**src/rtl/esram_ahb_arbiter.sv**
```systemverilog
// Single AHB-Lite master sharing the eSRAM between the SDIO write path and the I2S read path.
// After reset it issues one pipeline-disable config write, then serves one transfer at a time.
module esram_ahb_arbiter #(
  parameter int unsigned ADDWID         = 14,
  parameter logic [31:0] ESRAM_BASE     = 32'h2000_0000,
  parameter logic [31:0] CFG_ADDR       = 32'h4003_8080,
  parameter logic [31:0] CFG_DATA       = 32'h0000_0000,
  parameter int unsigned STARTUP_CYCLES = 100,
  parameter int unsigned MAX_WR_STREAK  = 4
) (
  input  logic              mclk,
  input  logic              reset,
  input  logic              wr_req,
  input  logic [ADDWID-1:0] wr_addr,
  input  logic [31:0]       wr_data,
  output logic              wr_ack,
  input  logic              rd_req,
  input  logic [ADDWID-1:0] rd_addr,
  output logic              rd_ack,
  output logic [31:0]       rd_data,
  output logic              cfg_done,
  output logic              bus_err,
  input  logic              HREADY,
  input  logic              HRESP,
  input  logic [31:0]       HRDATA,
  output logic [31:0]       HADDR,
  output logic [31:0]       HWDATA,
  output logic [1:0]        HTRANS,
  output logic              HWRITE,
  output logic [2:0]        HSIZE
);

  localparam int unsigned     CNTW        = $clog2(STARTUP_CYCLES + 1);
  localparam int unsigned     STRW        = $clog2(MAX_WR_STREAK + 1);
  localparam logic [CNTW-1:0] CNT_LAST    = CNTW'(STARTUP_CYCLES - 1);
  localparam logic [STRW-1:0] STREAK_MAX  = STRW'(MAX_WR_STREAK);
  localparam logic [1:0]      HTRANS_IDLE = 2'b00;
  localparam logic [1:0]      HTRANS_NSEQ = 2'b10;

  typedef enum logic [2:0] {
    INIT,
    CFG_A,
    CFG_D,
    IDLE,
    ADDR,
    DATA,
    DONE
  } state_t;

  state_t            state_q;
  logic [CNTW-1:0]   cnt_q;
  logic [STRW-1:0]   streak_q;
  logic [STRW-1:0]   streak_d;
  logic [31:0]       data_q;
  logic              err_q;
  logic              grant_wr;
  logic              grant_rd;
  logic [ADDWID-1:0] grant_addr;

  function automatic logic [31:0] esram_addr(input logic [ADDWID-1:0] a);
    return {ESRAM_BASE[31:ADDWID+2], a, 2'b00};
  endfunction

  assign HSIZE = 3'b010;

  // Writes win unless they have already taken MAX_WR_STREAK grants in a row over a waiting read.
  always_comb begin
    grant_wr   = wr_req && (!rd_req || (streak_q < STREAK_MAX));
    grant_rd   = rd_req && !grant_wr;
    grant_addr = grant_wr ? wr_addr : rd_addr;
    streak_d   = '0;
    if (grant_wr && rd_req) begin
      streak_d = (streak_q == STREAK_MAX) ? streak_q : streak_q + STRW'(1);
    end
  end

  always_ff @(posedge mclk or posedge reset) begin
    if (reset) begin
      state_q  <= INIT;
      cnt_q    <= '0;
      streak_q <= '0;
      data_q   <= '0;
      err_q    <= 1'b0;
      HTRANS   <= HTRANS_IDLE;
      HWRITE   <= 1'b0;
      HADDR    <= ESRAM_BASE;
      HWDATA   <= '0;
      wr_ack   <= 1'b0;
      rd_ack   <= 1'b0;
      rd_data  <= '0;
      cfg_done <= 1'b0;
      bus_err  <= 1'b0;
    end else begin
      case (state_q)
        INIT: begin
          if (cnt_q < CNT_LAST) begin
            cnt_q <= cnt_q + CNTW'(1);
          end
          if ((cnt_q >= CNT_LAST) && HREADY) begin
            state_q <= CFG_A;
            HTRANS  <= HTRANS_NSEQ;
            HWRITE  <= 1'b1;
            HADDR   <= CFG_ADDR;
          end
        end
        CFG_A: begin
          if (HREADY) begin
            state_q <= CFG_D;
            HTRANS  <= HTRANS_IDLE;
            HWDATA  <= CFG_DATA;
          end
        end
        CFG_D: begin
          if (HRESP) begin
            bus_err <= 1'b1;
          end
          if (HREADY) begin
            state_q  <= IDLE;
            cfg_done <= 1'b1;
          end
        end
        IDLE: begin
          streak_q <= streak_d;
          if (grant_wr || grant_rd) begin
            state_q <= ADDR;
            data_q  <= wr_data;
            err_q   <= 1'b0;
            HTRANS  <= HTRANS_NSEQ;
            HWRITE  <= grant_wr;
            HADDR   <= esram_addr(grant_addr);
          end
        end
        ADDR: begin
          if (HREADY) begin
            state_q <= DATA;
            HTRANS  <= HTRANS_IDLE;
            if (HWRITE) begin
              HWDATA <= data_q;
            end
          end
        end
        DATA: begin
          if (HRESP) begin
            bus_err <= 1'b1;
            err_q   <= 1'b1;
          end
          if (HREADY) begin
            state_q <= DONE;
            if (HWRITE) begin
              wr_ack <= 1'b1;
            end else begin
              rd_ack  <= 1'b1;
              // An error response in any data-phase cycle poisons the returned word.
              rd_data <= (err_q || HRESP) ? '0 : HRDATA;
            end
          end
        end
        DONE: begin
          wr_ack  <= 1'b0;
          rd_ack  <= 1'b0;
          state_q <= IDLE;
        end
        default: begin
          state_q <= INIT;
        end
      endcase
    end
  end

endmodule

```
**config.mk**
```make
export PLATFORM = sky130hd
export DESIGN_NAME = esram_ahb_arbiter
export DESIGN_NICKNAME = d
export VERILOG_FILES = /design/src/rtl/esram_ahb_arbiter.sv
export SDC_FILE = /design/constraint.sdc
export NUM_CORES = 1
export LEC_CHECK = 0
export CORE_MARGIN = 3
export CORE_UTILIZATION = 45
export CTS_CLUSTER_DIAMETER = 30
export CTS_CLUSTER_SIZE = 8
export DETAILED_ROUTE_END_ITERATION = 7
export PLACE_DENSITY = 0.8
export REMOVE_ABC_BUFFERS = 1
export SYNTH_ARGS = -nofsm -noshare
export SYNTH_HDL_FRONTEND = slang
export SYNTH_SLANG_ARGS = --single-unit
```
**constraint.sdc**
```tcl
create_clock -name mclk -period 4.6 [get_ports mclk]
set_input_delay 0.69 -clock mclk [delete_from_list [all_inputs] [get_ports mclk]]
set_output_delay 0.69 -clock mclk [all_outputs]
set_load 0.01 [all_outputs]
```
==> summary.txt, run 1 <==
Flow run
  • Max-Cap Viols: 0

Pwr
  • Pint: 2.17 mW
  • Clk pwr share: 0.497
  • Pwr dens: 330 nW/µm²
  • Sw Share: 0.202
  • IR Drop Worst-Case VDD: 263 µV
  • Sw power: ~0.55 mW
  • Comb pwr share: 0.064
  • Leak pwr: around 4.0 nW
  • Reg power frac: 0.439

Die
  • Core box area: roughly 12000 µm²
  • # IOs: 204
  • # rows: 40
  • Die X: roughly 120 µm
  • Initial Utilization: 0.471
  • Die height: 119 µm
  • Die area: between 10000 and 15000 µm²

Critical path
  • Worst EP required: 4880 ps
  • Worst Setup End Kind: register
  • Crit path from: state_q[0]$_DFFE_PP0P_
  • Reg2reg setup slack: 1590 ps
  • Crit path to: data_q[30]$_DFFE_PP0P_
  • CP max FO: 36
  • Worst EP arrival: ~3300 ps
  • Crit path launch type: register
  • RR Endpoint: data_q[30]$_DFFE_PP0P_
  • Crit path kind: reg -> reg
  • Reg2reg path depth: 3
  • Critical R2R Launch: state_q[0]$_DFFE_PP0P_

Global routing
  • Total congestion overflow: 0
  • All-Layer GR Usage: 0.194
  • Initial antenna violation count: 0
  • Vias in the first global route: about 4400
  • Pin count of the biggest net entering global routing: 78
  • First-pass GRT wire length: 22100 µm

Routing
  • Drt via density: slightly above 5
  • DR pass1 iterations: 4
  • Post-Route WL: about 13000 µm
  • Vias post-DR: about 4200
  • Initial drt markers: between 200 and 300
  • Drt drc: 0
  • Post-route ant nets: 0
  • Wire length per cell: 16.3 µm

Synth
  • Largest family of logic cells by synthesized area: multiplexers
  • Synth Area in XOR/XNOR: 0.00607
  • Post-synthesis adder-cell area fraction: 0.00650
  • #FFs+latches synth: around 130
  • Compound-Gate Fraction of Synth Area: 0.129
  • Simple-Gate Fraction of Synth Area: 0.0613
  • Count of different cell masters after synthesis: 51
  • EDFF count, synth: 0
  • FFs w/ async S/R, synth: 1.00
  • Most used DFF post-synth: dfrtp_1
  • Ys Warns: 0
  • Syn Inst Count: 470
  • Seq/Total Area, Yosys: 0.573
  • Synth Cell Area: slightly below 6000 µm²
  • Mux contribution to synthesized area: 0.146
  • Synth Area per Inst: between 10 and 15 µm²

Clock network
  • Post-cts sizing count: 0
  • Setup repair bufs after CTS: 0
  • Cts bufs inserted: 17
  • Htree depth: 4
  • # clock sinks: 132
  • Worst skew pair latency: 410 ps
  • Root Buffer: clkbuf_16
  • Clock-pin slew on the worst setup and hold paths: about 50 ps
  • Hold-fix buffers, CTS: 0
  • CTS tree: done
  • Maximum clock path buffer count: 2

Status
  • Status: complete, no violations

Finish
  • Antenna diode count: 0
  • Final cell count without fillers: 824
  • Layout cells sized above 1: 0.0732
  • Syn-to-layout area delta: 42.6%
  • Final-stage net count: about 750

STA
  • RSZ-0062 raised after global routing: no
  • Slew HR: 0.170
  • Final Hold Viols: 0
  • Final Setup Violations: 0
  • Slew Viols, Final: 0
  • Max Clock Skew: roughly 9.2 ps
  • Tmin final: roughly 3000 ps
  • Final period util: 0.654
  • Achievable clock frequency: around 330 MHz
  • Fin Setup TNS: 0 ps
  • Tightest Pin Transition: roughly 1200 ps

Placement
  • Post-DP HPWL: 9330 µm
  • # placed instances: slightly below 800
  • Port Buffers: between 150 and 200
  • Gpl congestion: around 0.77

Min path
  • Worst Hold Class: reg -> reg
==> cells by family (layout without fill, tap and decap cells) <==
kind of cell,Yosys count,in the layout
other,2,18
XOR/XNOR,4,4
buffers and inverters,86,256
flip-flops,132,132
AND/OR/NAND/NOR,68,68
AO/OA/AOI/OAI,95,95
multiplexers,80,80
adder cells (fa/ha/maj),3,3
==> power groups by stage <==
stage	Sequential, mW	Clock (mW)	Combinational, mW
3_5_place_dp	1.21	0	0.174
4_1_cts	1.19	1.38	0.176
2_1_floorplan	1.21	0	0.0636
3_3_place_gp	1.21	0	0.172
5_1_grt	1.20	1.44	0.191
6_report	1.20	1.35	0.173
==> cell usage in the layout (no fill, tap or decap), types with 4 or more instances in the layout <==
master and n:
a21o_1 4, a21oi_1 4, a22o_1 35, buf_4 4, clkbuf_16 17, clkdlybuf4s50_1 185
conb_1 18, dfrtp_1 131, inv_1 37, mux2_1 33, mux2i_1 46, nand2_1 38
nand4_1 4, nor2b_1 6, o21ai_1 16, o22ai_1 9, xnor2_1 4
==> layout make-up <==
| cell class | instances | area (µm²) |
|---|---|---|
| inverter | 38 | 145 |
| timing repair buffer | 189 | 1880 |
| tap | 168 | 210 |
| sequential | 132 | 3300 |
| fill | 944 | 4030 |
| clock buffer | 21 | 470 |
| multi-input combinational | 268 | 2090 |
| clock inverter | 8 | 128 |
==> per-stage QoR <==
| step | setup slack [ps] | utilization | hold slack, ps | power (mW) | instance area [µm²] |
|---|---|---|---|---|---|
| final | 1590 | 0.671 | 454 | 2.72 | 8230 |
| after global routing | 1340 | 0.671 | 483 | 2.82 | 8230 |
| after CTS | 1580 | 0.671 | 456 | 2.75 | 8230 |
| after detailed placement | 1580 | 0.622 | 444 | 1.39 | 7630 |
| after global placement | 1720 | 0.622 | 447 | 1.39 | 7630 |
| after floorplan | 386 | - | 459 | 1.28 | 5530 |
==> synth_stat cells, types with 4 or more instances <==
master      n  area (µm²)
a21o_1      4        30.0
a21oi_1     4        20.0
inv_1      38         143
dfrtp_1   131        3280
buf_4      23         173
buf_2      15        75.1
o21ai_1    17        85.1
nor2b_1     6        37.5
a22o_1     35         307
xnor2_1     4        35.0
nand4_1     4        25.0
o22ai_1     9        56.3
mux2_1     33         372
clkbuf_1    8        30.0
nand2_1    38         143
mux2i_1    46         460
==> per-layer routing <==
layer	vias up	routed length, µm	global-route usage	part of all wire
li1	1951	-	-	-
met1	2094	5460	0.232	0.41
met2	177	6660	0.323	0.50
met3	24	999	0.0660	0.075
met4	0	280	0.0724	0.021
met5	-	0	0	0
==> registers in the layout, summed over array words and instances (netlist names), 3 cells and up <==
name / cells
HADDR: 16
HWDATA: 32
cnt_q: 7
data_q: 32
rd_data: 32
state_q: 3
streak_q: 3
==> critical path: stages (launching register included) <==
cell      delay (ps)
dfrtp_1          690
nand3b_1         720
nor2_4          1060
mux2_1           400
==> how the worst min path moves through the flow <==
stage	from	endpoint	slack, ps	depth (start not counted)
global route	bus_err$_DFFE_PP0P_	bus_err$_DFFE_PP0P_	480	1
detailed placement	bus_err$_DFFE_PP0P_	bus_err$_DFFE_PP0P_	440	1
finish	bus_err$_DFFE_PP0P_	bus_err$_DFFE_PP0P_	450	1
floorplan	data_q[0]$_DFFE_PP0P_	HWDATA[0]$_DFFE_PP0P_	460	1
CTS	bus_err$_DFFE_PP0P_	bus_err$_DFFE_PP0P_	460	1
global placement	cfg_done$_DFFE_PP0P_	cfg_done$_DFFE_PP0P_	450	1
Note: power is estimated with default switching activity, not from simulation.
==> inputs of run 2 (changes only) <==
- CORE_UTILIZATION: 45 -> 41
- PLACE_DENSITY: 0.8 -> 0.77
- clock period: 4.6 -> 2.6 ns (I/O delays scaled with it)
==> run 2 against run 1 <==
Net effect:
- final area grew 2.1%
- via count down 0.66%
- sequential power increased by 76%
- wire length increased by 3.1%
- count of clock-buffer cells in the layout down 3
- combinational power rose by 85%
- sequential share of layout area shrank 0.82 points
- utilization decreased by 4.9 points
- clock skew fell by 2.9 ps
- die area rose by 9.3%
- critical path type is now reg -> out
- largest power group unchanged
==> summary.txt, run 2 (same netlist as run 1, synthesis figures left out) <==
STA
  • Achievable clock frequency: 528 MHz
  • Slew HR: 0.564 (+0.394)
  • Final period util: 0.728
  • Final Setup Violations: 0 (unchanged)
  • Tightest Pin Transition: 652 ps (-593 ps)
  • Tmin final: roughly 1900 ps
  • Final Hold Viols: 0 (unchanged)
  • Max Clock Skew: 6.27 ps (-2.94 ps)
  • Slew Viols, Final: 0 (unchanged)
  • RSZ-0062 raised after global routing: no

Clock network
  • CTS tree: done
  • Root Buffer: clkbuf_16
  • Cts bufs inserted: 17 (unchanged)
  • Hold-fix buffers, CTS: 0 (unchanged)
  • Worst skew pair latency: 410 ps (about the same)
  • Maximum clock path buffer count: 2 (unchanged)
  • Setup repair bufs after CTS: 0 (unchanged)
  • Post-cts sizing count: 0 (unchanged)
  • Clock-pin slew on the worst setup and hold paths: 60 ps (about the same)
  • # clock sinks: 132 (unchanged)
  • Htree depth: 4 (unchanged)

Global routing
  • First-pass GRT wire length: 22900 µm (+3.5%)
  • Total congestion overflow: 0 (unchanged)
  • Vias in the first global route: 4419 (+0.16%)
  • Pin count of the biggest net entering global routing: 49 (-37%)
  • Initial antenna violation count: 0 (unchanged)
  • All-Layer GR Usage: 0.182 (-0.0119)

Pwr
  • Power, Total: 5.07 mW (+86%)
  • Clk pwr share: 0.520 (+0.023)
  • IR Drop Worst-Case VDD: 418 µV (+59%)
  • Pwr dens: 603 nW/µm² (+83%)
  • Reg power frac: 0.417 (-0.022)
  • Comb pwr share: 0.063 (about the same)
  • Sw Share: 0.211 (+0.00954)
  • Pint: 4.00 mW (+84%)
  • Sw power: 1.07 mW (+95%)
  • Leak pwr: 4.10 nW (+2.2%)

Critical path
  • CP peak stage delay: 560 ps (-500 ps)
  • Crit path launch type: register
  • Worst EP required: 2210 ps (-2670 ps)
  • Worst EP arrival: 1500 ps (-1790 ps)
  • Slowest CP cell: clkdlybuf4s50_1
  • Crit path kind: reg -> out
  • Crit path buffers/inverters: 1 (+1)
  • CP Cell Sequence: clkdlybuf4s50_1
  • Delay-heaviest family, CP: buffers and inverters
  • CP max FO: 2 (-94%)
  • Worst Setup End Kind: primary output

Finish
  • Antenna diode count: 0 (unchanged)
  • Core Util, Final: 0.622 (-0.0491)
  • Layout cells sized above 1: 0.0898 (+0.0166)
  • Commonest non-fill, non-tap cells in the layout: clkdlybuf4s50_1 (185), dfrtp_1 (131), mux2i_1 (46)
  • Largest regs: HWDATA (32), data_q (32), rd_data (32)
  • Most common cell after layout, fill and taps aside: clkdlybuf4s50_1
  • Final-stage net count: 756 (+1.2%)
  • Syn-to-layout area delta: 45.6%
  • Final cell count without fillers: 844 (+2.4%)

Die
  • Die X: 125 µm (+4.5%)
  • Die height: 125 µm (+4.5%)
  • # IOs: 204 (unchanged)
  • Die area: 15500 µm² (+9.3%)
  • Core box area: 13500 µm² (+10%)
  • # rows: 42 (+5.0%)
  • Initial Utilization: 0.427 (-0.0433)

Routing
  • Drt drc: 0 (unchanged)
  • Wire length per cell: 16.4 µm (+0.68%)
  • Vias post-DR: 4218 (-0.66%)
  • Post-Route WL: 13800 µm (+3.1%)
  • Drt via density: 5.00 (-3.0%)
  • Post-route ant nets: 0 (unchanged)
  • DR pass1 iterations: 4 (unchanged)
  • Initial drt markers: 276 (-5.8%)

Min path
  • Worst Hold Class: in -> async

Placement
  • Port Buffers: 185 (unchanged)
  • Gpl congestion: 0.789 (+1.9%)
  • Post-DP HPWL: 9590 µm (+2.8%)
  • # placed instances: 812 (+2.1%)

Flow run
  • Max-Cap Viols: 0 (unchanged)

Status
  • Status: complete, no violations
-- run 2: power groups by stage --
| stage | clock network, mW | logic, mW | registers, mW |
|---|---|---|---|
| 2_1_floorplan | 0 | 0.113 | 2.15 |
| 3_3_place_gp | 0 | 0.316 | 2.15 |
| 3_5_place_dp | 0 | 0.322 | 2.15 |
| 4_1_cts | 2.68 | 0.326 | 2.11 |
| 5_1_grt | 2.78 | 0.351 | 2.11 |
| 6_report | 2.63 | 0.320 | 2.11 |
-- run 2: metrics by stage --
step	hold WS, ps	cell area [µm²]	TNS, ps	setup slack (ps)
4_1_cts	432	8400	0	678
2_1_floorplan	459	5530	-172550	-1310
5_1_grt	476	8400	0	638
3_3_place_gp	443	7750	0	485
6_report	420	8400	0	708
3_5_place_dp	449	7750	0	392
-- run 2: cell type report --
type | instances | area, µm²
clock buffer | 18 | 429
clock inverter | 14 | 225
fill | 1022 | 5100
inverter | 38 | 145
multi-input combinational | 268 | 2090
sequential | 132 | 3300
tap | 176 | 220
timing repair buffer | 198 | 1990
-- run 2: path summary, 6_finish.rpt --
| kind | start | to | slack (ps) | depth (start not counted) |
|---|---|---|---|---|
| hold / removal | reset | HWDATA[28]$_DFFE_PP0P_ | 420 | 2 |
| setup reg to reg | state_q[0]$_DFFE_PP0P_ | data_q[7]$_DFFE_PP0P_ | 740 | 4 |
| max in group asynchronous | reset | data_q[19]$_DFFE_PP0P_ | 1500 | 3 |
| min in group mclk | bus_err$_DFFE_PP0P_ | bus_err$_DFFE_PP0P_ | 450 | 1 |
| setup / recovery | HADDR[29]$_DFFE_PP1P_ | HADDR[29] | 710 | 1 |
| hold reg to reg | bus_err$_DFFE_PP0P_ | bus_err$_DFFE_PP0P_ | 450 | 1 |
-- run 2: metal layers --
| layer | wire length (µm) | track usage |
|---|---|---|
| met1 | 5970 | 0.231 |
| met2 | 6750 | 0.298 |
| met3 | 915 | 0.0536 |
| met4 | 184 | 0.0625 |
| met5 | 0 | 0 |
==> variant (settings of run 1) <==
The parameter `MAX_WR_STREAK` goes from 4 to 2.
--- a/src/rtl/esram_ahb_arbiter.sv
+++ b/src/rtl/esram_ahb_arbiter.sv
@@ -8,3 +8,3 @@
   parameter int unsigned STARTUP_CYCLES = 100,
-  parameter int unsigned MAX_WR_STREAK  = 4
+  parameter int unsigned MAX_WR_STREAK  = 2
 ) (
Function: same outputs for any inputs over 10 cycles, from zero or initial values and one cycle with reset high; that may be too few to reach the edited logic, so the function may still have changed.
==> variant against run 1 <==
First-iteration DRC count decreased by 23%; critical path type unchanged; sequential cell count decreased by 1; routed wire length increased by 3.6%; setup slack improved by 460 ps; core utilization decreased by 0.23 points; synthesized area about the same; total power increased by 0.16%; clock skew decreased by 3.3 ps; highest routed layer unchanged; cell area decreased by 0.35%.
==> variant: results (changes against run 1) <==
Run status
  • Status: completed (unchanged)

Route
  • Routed length on met3: 1.13 mm (was 999 um)
  • DR iter-0 viols: 225 (was 293)
  • Routed vias: 4192 (was 4246)
  • Avg WL per Cell: 16.8 um (was 16.3 um)
  • Met2 WL: 6.61 mm (was 6.66 mm)
  • Wire length on met1: 5.98 mm (was 5.46 mm)

Power and ir drop
  • Clock power share: 0.500 (was 0.497)
  • Peak supply drop: 0.216 mV (was 0.263 mV)
  • Leakage: 0.00399 uW (was 0.00401 uW)
  • Net Switching: 579 uW (was 548 uW)

Global route
  • Grt met1 use: 0.257 (was 0.232)
  • Vias in the first global route: 4328 (was 4412)
  • Met2 usage: 0.312 (was 0.323)
  • GR Layer Usage met3: 0.0708 (was 0.0660)

Layout
  • Layout fillers: 941 (was 944)
  • Inverters: 37 (was 38)
  • Top Registers: HWDATA (32), data_q (32), rd_data (32) (unchanged)
  • Clock buffer count: 19 (was 21)
  • Multi-input combinational area share: 0.255 (was 0.254)
  • Share of layout cells above drive strength 1: 0.127 (was 0.0732)
  • Fraction of area in registers: 0.400 (was 0.401)
  • Nets: 744 (was 747)
  • NonClk Buf Share: 0.229 (about the same)
  • Cell area after layout: 0.00820 mm2 (was 0.00823 mm2)

Placement
  • Placer congestion estimate: 0.843 (was 0.774)
  • Placed insts: 793 (was 795)
  • Detailed Place HPWL: 9.58 mm (was 9.33 mm)
  • Dpl ws: 1690 ps (was 1580 ps)
  • DP Area: 0.00760 mm2 (was 0.00763 mm2)

Setup path
  • CP peak stage delay: 850 ps (was 1060 ps)

Logic synthesis
  • Post-synth top cells: dfrtp_1 (130), mux2i_1 (46), inv_1 (37), nand2_1 (37), a22o_1 (34) (was dfrtp_1 (131), mux2i_1 (46), inv_1 (38), nand2_1 (38), a22o_1 (35))
  • Syn Inst Count: 468 (was 470)
  • Yosys cell types: 54 (was 51)
  • Synthesized flop and latch total: 131 (was 132)
  • Sequential share of the synthesized area: 0.568 (was 0.573)

STA
  • Worst setup margin: 2050 ps (was 1590 ps)
  • Setup Skew: 5.95 ps (was 9.21 ps)
  • Max-Slew Margin vs Limit: 0.157 (was 0.170)
[variant: cell types whose count changed after synthesis, moves of 8 or more]
| cell | delta |
|---|---|
| mux2_1 | -31 |
| mux2_2 | +30 |
| o21ai_1 | -14 |
| buf_2 | -9 |
| o21ai_0 | +14 |
| buf_4 | +8 |
[variant: worst paths after layout]
kind,slack [ps],end,start,cells past startpoint
max,2050,data_q[16],state_q[0],3
min,460,cfg_done,cfg_done,1
max reg2reg,2050,data_q[16],state_q[0],3
min reg2reg,460,cfg_done,cfg_done,1
max in group asynchronous,2750,HADDR[29],reset,3
min in group asynchronous,840,rd_data[30],reset,2
[variant: cell families (layout without fill, tap and decap cells)]
kind of cell | after synthesis | after routing | synth area share
muxes | 79 | 79 | 0.144
adders and majority gates | 2 | 2 | 0.00433
AOI/OAI and AO/OA | 95 | 95 | 0.125
other | 2 | 18 | 0.00130
and+or+nand+nor | 70 | 70 | 0.0684
DFF | 131 | 131 | 0.568
buffers and inverters | 85 | 257 | 0.0830
xor gates and xnor gates | 4 | 4 | 0.00606
